### config.mk
export PLATFORM = sky130hd
export DESIGN_NAME = y_result_collector
export DESIGN_NICKNAME = d
export VERILOG_FILES = /design/src/rtl/y_result_collector_pkg.sv /design/src/rtl/y_result_collector_fifo.sv /design/src/rtl/y_result_collector.sv
export SDC_FILE = /design/constraint.sdc
export NUM_CORES = 1
export LEC_CHECK = 0
export ABC_CLOCK_PERIOD_IN_PS = 3300
export CAP_MARGIN = 20
export CORE_MARGIN = 1
export CORE_UTILIZATION = 49
export CTS_BUF_LIST = sky130_fd_sc_hd__clkbuf_8
export CTS_CLUSTER_DIAMETER = 150
export DETAILED_ROUTE_END_ITERATION = 7
export PLACE_DENSITY = 0.81
export SETUP_SLACK_MARGIN = 0.02
export SLEW_MARGIN = 20
export SYNTH_ARGS = -nofsm -noshare
export SYNTH_HDL_FRONTEND = slang
export SYNTH_SLANG_ARGS = --single-unit
### constraint.sdc
create_clock -name clk -period 3.3 [get_ports clk]
set_input_delay 0.33 -clock clk [delete_from_list [all_inputs] [get_ports clk]]
set_output_delay 0.33 -clock clk [all_outputs]
set_load 0.02 [all_outputs]
### src/rtl/y_result_collector_pkg.sv
// y_result_collector_pkg: shared widths and sign-magnitude helpers for the y-result stages.
package y_result_collector_pkg;
  localparam int DATAWIDTH_DEF = 12;
  localparam int ACC_LEN_DEF = 4;
  localparam int DEPTH_DEF = 8;
  localparam int SHIFT = $clog2(ACC_LEN_DEF);
  localparam int ACC_W = DATAWIDTH_DEF + 1 + SHIFT;
  localparam int LVL_W = $clog2(DEPTH_DEF) + 1;
  // Negative zero maps to 0; callers truncate to their own width.
  function automatic logic signed [31:0] sm_to_tc(input logic sign, input logic [30:0] mag);
    return sign ? -$signed({1'b0, mag}) : $signed({1'b0, mag});
  endfunction
endpackage

### src/rtl/y_result_collector_fifo.sv
// collector_fifo: wrap-bit pointer FIFO with pass-through write when full and popped.
module collector_fifo #(
  parameter int W = 13,
  parameter int DEPTH = 8
) (
  input  logic                       clk,
  input  logic                       rst,
  input  logic                       push,
  input  logic                       pop,
  input  logic [W-1:0]               din,
  output logic [W-1:0]               dout,
  output logic                       full,
  output logic                       empty,
  output logic [$clog2(DEPTH):0]     level
);
  localparam int IW = $clog2(DEPTH);
  logic [IW:0] wr_q, wr_d, rd_q, rd_d;
  logic [W-1:0] mem_q [DEPTH];
  logic wr_en, rd_en;
  always_comb begin
    empty = wr_q == rd_q;
    full = (wr_q[IW-1:0] == rd_q[IW-1:0]) && (wr_q[IW] != rd_q[IW]);
    rd_en = pop && !empty;
    wr_en = push && (!full || rd_en);
    wr_d = wr_q + {{IW{1'b0}}, wr_en};
    rd_d = rd_q + {{IW{1'b0}}, rd_en};
    level = wr_q - rd_q;
    dout = empty ? '0 : mem_q[rd_q[IW-1:0]];
  end
  always_ff @(posedge clk or posedge rst)
    if (rst) begin
      wr_q <= '0;
      rd_q <= '0;
    end else begin
      wr_q <= wr_d;
      rd_q <= rd_d;
    end
  always_ff @(posedge clk)
    if (wr_en) mem_q[wr_q[IW-1:0]] <= din;
endmodule

### src/rtl/y_result_collector.sv
// y_result_collector: converts sign-magnitude y samples, block-averages them and buffers the means.
module y_result_collector
  import y_result_collector_pkg::*;
#(
  parameter int DATAWIDTH = DATAWIDTH_DEF,
  parameter int ACC_LEN = ACC_LEN_DEF,
  parameter int DEPTH = DEPTH_DEF
) (
  input  logic                       clk,
  input  logic                       rst,
  input  logic [DATAWIDTH:0]         y_in,
  input  logic                       y_valid,
  input  logic                       flush,
  input  logic                       clr_ovf,
  input  logic                       out_ready,
  output logic [DATAWIDTH:0]         data_out,
  output logic                       out_valid,
  output logic [$clog2(DEPTH):0]     level,
  output logic                       ovf
);
  localparam int SH = $clog2(ACC_LEN);
  localparam int AW = DATAWIDTH + 1 + SH;
  logic signed [DATAWIDTH:0] conv_q, conv_d;
  logic conv_v_q, conv_v_d;
  logic signed [AW-1:0] acc_q, acc_d, sum;
  logic [SH-1:0] cnt_q, cnt_d;
  logic ovf_q, ovf_d;
  logic [DATAWIDTH:0] mean;
  logic last, push, pop, full, empty;
  always_comb begin
    conv_d = y_valid ? (DATAWIDTH+1)'(sm_to_tc(y_in[DATAWIDTH], 31'(y_in[DATAWIDTH-1:0]))) : conv_q;
    conv_v_d = y_valid && !flush;
    sum = acc_q + AW'(conv_q);
    last = conv_v_q && (cnt_q == SH'(ACC_LEN - 1));
    push = last && !flush;
    // Arithmetic shift floors the mean toward minus infinity.
    mean = (DATAWIDTH+1)'(sum >>> SH);
    pop = out_ready && !empty;
    acc_d = (flush || last) ? '0 : conv_v_q ? sum : acc_q;
    cnt_d = (flush || last) ? '0 : conv_v_q ? cnt_q + SH'(1) : cnt_q;
    ovf_d = (push && full && !pop) ? 1'b1 : clr_ovf ? 1'b0 : ovf_q;
    out_valid = !empty;
    ovf = ovf_q;
  end
  always_ff @(posedge clk or posedge rst)
    if (rst) begin
      conv_q <= '0;
      conv_v_q <= 1'b0;
      acc_q <= '0;
      cnt_q <= '0;
      ovf_q <= 1'b0;
    end else begin
      conv_q <= conv_d;
      conv_v_q <= conv_v_d;
      acc_q <= acc_d;
      cnt_q <= cnt_d;
      ovf_q <= ovf_d;
    end
  collector_fifo #(.W(DATAWIDTH + 1), .DEPTH(DEPTH)) u_fifo (
    .clk   (clk),
    .rst   (rst),
    .push  (push),
    .pop   (pop),
    .din   (mean),
    .dout  (data_out),
    .full  (full),
    .empty (empty),
    .level (level)
  );
endmodule

==> results list <==
- Count of hold buffers inserted by post-cts repair: 0
- Avg Synthesized Cell Area: 14.5 um^2
* Portion of total power attributed to the clock network: 24.9%
- The via count of the first global-routing pass came to 4063.
- Once layout is complete, the cells apart from fillers number 686.
* Quantity of gates resized following cts: 0
* Class of the worst hold path: in -> async
* Launch point of the critical path: u_fifo.wr_q[2]$_DFF_PP0_
* RSZ-0062 raised after global routing: false
* Worst path bufs/invs: 3
- After clock tree synthesis, the clock-pin slew on the worst setup and hold paths is 0.08 ns.
* Crit share post-route: 91.4%
- Total chip power: 5710 uW
* Max stage delay on crit path: 0.65 ns
- The hold violation total from the final report came to 0.
* Net switching power figure: 1810 uW
- In this run, flip-flops and latches consume 38.9% of the power.
* Met2 capacity usage during global routing: 33.3%
- Count of flip-flops with a built-in enable after synthesis: 104
- Counting every net in the synthesized netlist gives 497.
- Run status: complete, no violations
* Maximum fanout along the worst path: 15
- Power per Cell Area: 756 mW/mm^2
- Post-synthesis sequential element count: 144
* Async set or reset register ratio after synthesis: 27.8%
- NumNets Final: 546
* Post-CTS repair timing setup buffer count: 0
- Minimum period implied by the final worst setup slack: 3.02 ns
- For this run, the detailed router's first-pass iteration total came to 4.
- In this run the cell area of the synthesized design comes to 0.00656 mm^2.
- Counting the fill cells in the layout gives 1009.
* GRT met1 Usage: 25.0%
- H-tree levels: 4
* Count of input and output buffers: 37
- Required time at the endpoint of the critical path: 2.97 ns
- The first global-routing pass estimated 20.7 mm of wire.
- The analysis attributes to cell leakage a power of 0.00285 uW.
- Cell count after placement: 655
- In the final timing run, aggregate negative setup slack is 0 ns.
- Count of pins over their slew limit: 0
- The die is 118 um tall.
- Fraction of power spent switching nets: 31.7%
- Die boundary width: 118 um
* Slew margin rel.: 39.6%
* Worst Path Arrival: 2.69 ns
- Setup violations remaining at the end of the flow were counted as 0.
* Buffer type at the clock tree root: sky130_fd_sc_hd__clkbuf_8
- Met3 Use GR: 4.07%
- Estimated wirelength of the detail-placed design: 8.08 mm
* Maximum achievable frequency: 0.331 GHz
* Reg-to-reg startpoint: conv_q[0]$_DFFE_PP0P_
- GRT busiest layer: met2
- All-Layer GR Usage: 19.8%
- At the end of routability-driven placement, the weighted congestion stood at 0.838.
* Endpoint class of the critical path: output pin
* Wire length after detailed routing: 12.6 mm
- During I/O placement, the number of pins put on the boundary was 38.
- DRT iter0 DRCs: 309
* Initial Util: 51.2%
- Traced cell by cell, the critical path runs through ha_1, and4_1, buf_4, inv_1, clkdlybuf4s50_1.
* Cell family with the largest share of critical-path delay: buffers and inverters
* R2R setup slack: 0.44 ns
- In the final layout, the share of cells above drive strength 1 is 15.8%.
- Layout Area Growth over Synthesis: 15.1%
- The slowest stage of the critical path is the sky130_fd_sc_hd__and4_1 cell.
* Number of remaining DRC errors: 0
* Number of routed nets with antenna violations: 0
- Counting the buffers created by CTS gives 17.
- Worst-Margin Slew: 0.900 ns
- Per report_power, the combinational group accounts for 36.2% of the total.
* Maximum clock insertion buffer count: 2
- CTS saw 144 sinks.
* Gr ovfl total: 0
- Total of warnings raised by yosys: 0
- Placement Rows: 41
* Share of the yosys chip area belonging to registers: 62.8%
- After detailed routing, the average wire length per cell comes to 18.4 um.
- Core region area: 0.0128 mm^2
* Count of cell types in the netlist: 55
- Clock insertion delay at the later pin of the skew report: 0.43 ns
- Pin count of the biggest net entering global routing: 30
- The die covers 0.0139 mm^2.
- Tightest hold margin: 0.326 ns
- Cell Int Power: 3900 uW
* Critical Setup Path Class: reg -> out
* Via-to-Cell Ratio: 5.71
- IR analysis of the VDD net gives a maximum drop of 0.295 mV.
* Vias post-DR: 3917
- CTS tree: done
- The most used flip-flop cell after synthesis is sky130_fd_sc_hd__edfxtp_1.
- The initial antenna violation count came to 0.
- Between clock sinks in the finished design, the worst skew comes to 0.0102 ns.
* Critical Path Source Type: flop
* Antenna cells: 0
- The cell count after synthesis came out at 453.
- Max-cap violations in this run came to 0.
[state kept, by name, indices dropped and copies added (netlist names)]
name,flops
acc_q,15
cnt_q,2
conv_q,13
conv_v_q,1
ovf,1
u_fifo.mem_q,104
u_fifo.rd_q,4
u_fifo.wr_q,4
[per-stage QoR]
step / util [%] / instance area [um^2] / setup WS (ns)
2_1_floorplan: - / 6560 / 0.231
3_3_place_gp: 55.7 / 7150 / 0.699
3_5_place_dp: 55.7 / 7150 / 0.498
4_1_cts: 58.9 / 7550 / 0.248
5_1_grt: 58.9 / 7550 / 0.146
6_report: 58.9 / 7550 / 0.283
[final cells by class]
| class | count | area, um^2 | share of cell area (%) |
|---|---|---|---|
| inverters | 16 | 60.1 | 0.795 |
| multi-input cells | 270 | 2260 | 29.9 |
| flip-flops and latches | 144 | 4120 | 54.6 |
| clock inverters | 14 | 174 | 2.30 |
| clock buffers | 17 | 234 | 3.10 |
| repair buffers | 53 | 490 | 6.49 |
| well taps | 172 | 215 | 2.85 |
[cells in the mapped netlist (9+ instances only)]
master / n / area [um^2]
sky130_fd_sc_hd__edfxtp_1: 104 / 3120
sky130_fd_sc_hd__nand2_1: 41 / 154
sky130_fd_sc_hd__dfrtp_1: 40 / 1000
sky130_fd_sc_hd__a21oi_1: 33 / 165
sky130_fd_sc_hd__mux4_2: 26 / 586
sky130_fd_sc_hd__ha_1: 23 / 288
sky130_fd_sc_hd__nor2_1: 23 / 86.3
sky130_fd_sc_hd__inv_1: 16 / 60.1
sky130_fd_sc_hd__xor2_1: 16 / 140
sky130_fd_sc_hd__a22o_1: 14 / 123
sky130_fd_sc_hd__xnor2_1: 14 / 123
sky130_fd_sc_hd__clkbuf_1: 13 / 48.8
sky130_fd_sc_hd__o21ai_0: 9 / 45.0
[per-layer routing]
layer	share of wire, %	vias to the layer above
li1	-	1810
met1	42	1957
met2	51	129
met3	5.3	21
met4	2.0	0
met5	0	-
[cell families after synthesis]
kind of cell,after synthesis,share of synthesized area (%)
buf+inv,39,2.78
compound gates,86,8.90
simple gates,101,7.24
fa+ha+maj,25,4.99
mux,28,9.25
flops,144,62.8
xor+xnor,30,4.00
[layout by cell type (no fill, tap or decap), types with 2 or more instances in the layout]
cell                              synthesis  final
sky130_fd_sc_hd__clkinvlp_4               0      4
sky130_fd_sc_hd__o31ai_1                  2      2
sky130_fd_sc_hd__a31oi_1                  3      3
sky130_fd_sc_hd__nor3_1                   5      5
sky130_fd_sc_hd__inv_1                   16     17
sky130_fd_sc_hd__or3_1                    2      2
sky130_fd_sc_hd__clkinv_1                 0      4
sky130_fd_sc_hd__clkdlybuf4s50_1          0     37
sky130_fd_sc_hd__a22o_1                  14     14
sky130_fd_sc_hd__edfxtp_1               104    104
sky130_fd_sc_hd__clkbuf_8                 0     17
sky130_fd_sc_hd__fa_1                     2      2
sky130_fd_sc_hd__nand4_1                  2      2
sky130_fd_sc_hd__nor2b_1                  3      3
sky130_fd_sc_hd__and3_2                   2      2
sky130_fd_sc_hd__bufinv_16                0      4
sky130_fd_sc_hd__mux4_2                  26     26
sky130_fd_sc_hd__xor2_1                  16     16
sky130_fd_sc_hd__dfrtp_1                 40     40
sky130_fd_sc_hd__a21o_1                   7      7
sky130_fd_sc_hd__nand2b_1                 5      5
sky130_fd_sc_hd__nor2_1                  23     23
sky130_fd_sc_hd__nand2_1                 41     41
sky130_fd_sc_hd__o41ai_1                  3      3
sky130_fd_sc_hd__ha_1                    23     23
sky130_fd_sc_hd__a21oi_1                 33     33
sky130_fd_sc_hd__a21oi_2                  2      2
sky130_fd_sc_hd__o21ai_0                  9      9
sky130_fd_sc_hd__buf_4                    0     16
sky130_fd_sc_hd__nand3_1                  6      6
sky130_fd_sc_hd__and2_2                   2      2
sky130_fd_sc_hd__xnor2_1                 14     14
[final timing paths]
| path | end | cells past startpoint |
|---|---|---|
| max in group asynchronous | u_fifo.wr_q[2]$_DFF_PP0_ | 3 |
| worst max register to register | acc_q[14]$_DFFE_PP0P_ | 9 |
| min in group clk | ovf$_DFFE_PP0P_ | 2 |
| worst min register to register | ovf$_DFFE_PP0P_ | 2 |
| worst max-delay path | out_valid | 5 |
| worst min-delay path | acc_q[1]$_DFFE_PP0P_ | 2 |
[power groups by stage]
stage               logic (uW)  clock network (uW)  registers (uW)
CTS                       2080                1430            2220
detailed placement        2070                   0            2260
global route              2270                1510            2230
finish                    2070                1420            2220
floorplan                 1390                   0            2250
global placement          2030                   0            2260
(Power assumes the default switching activity.)
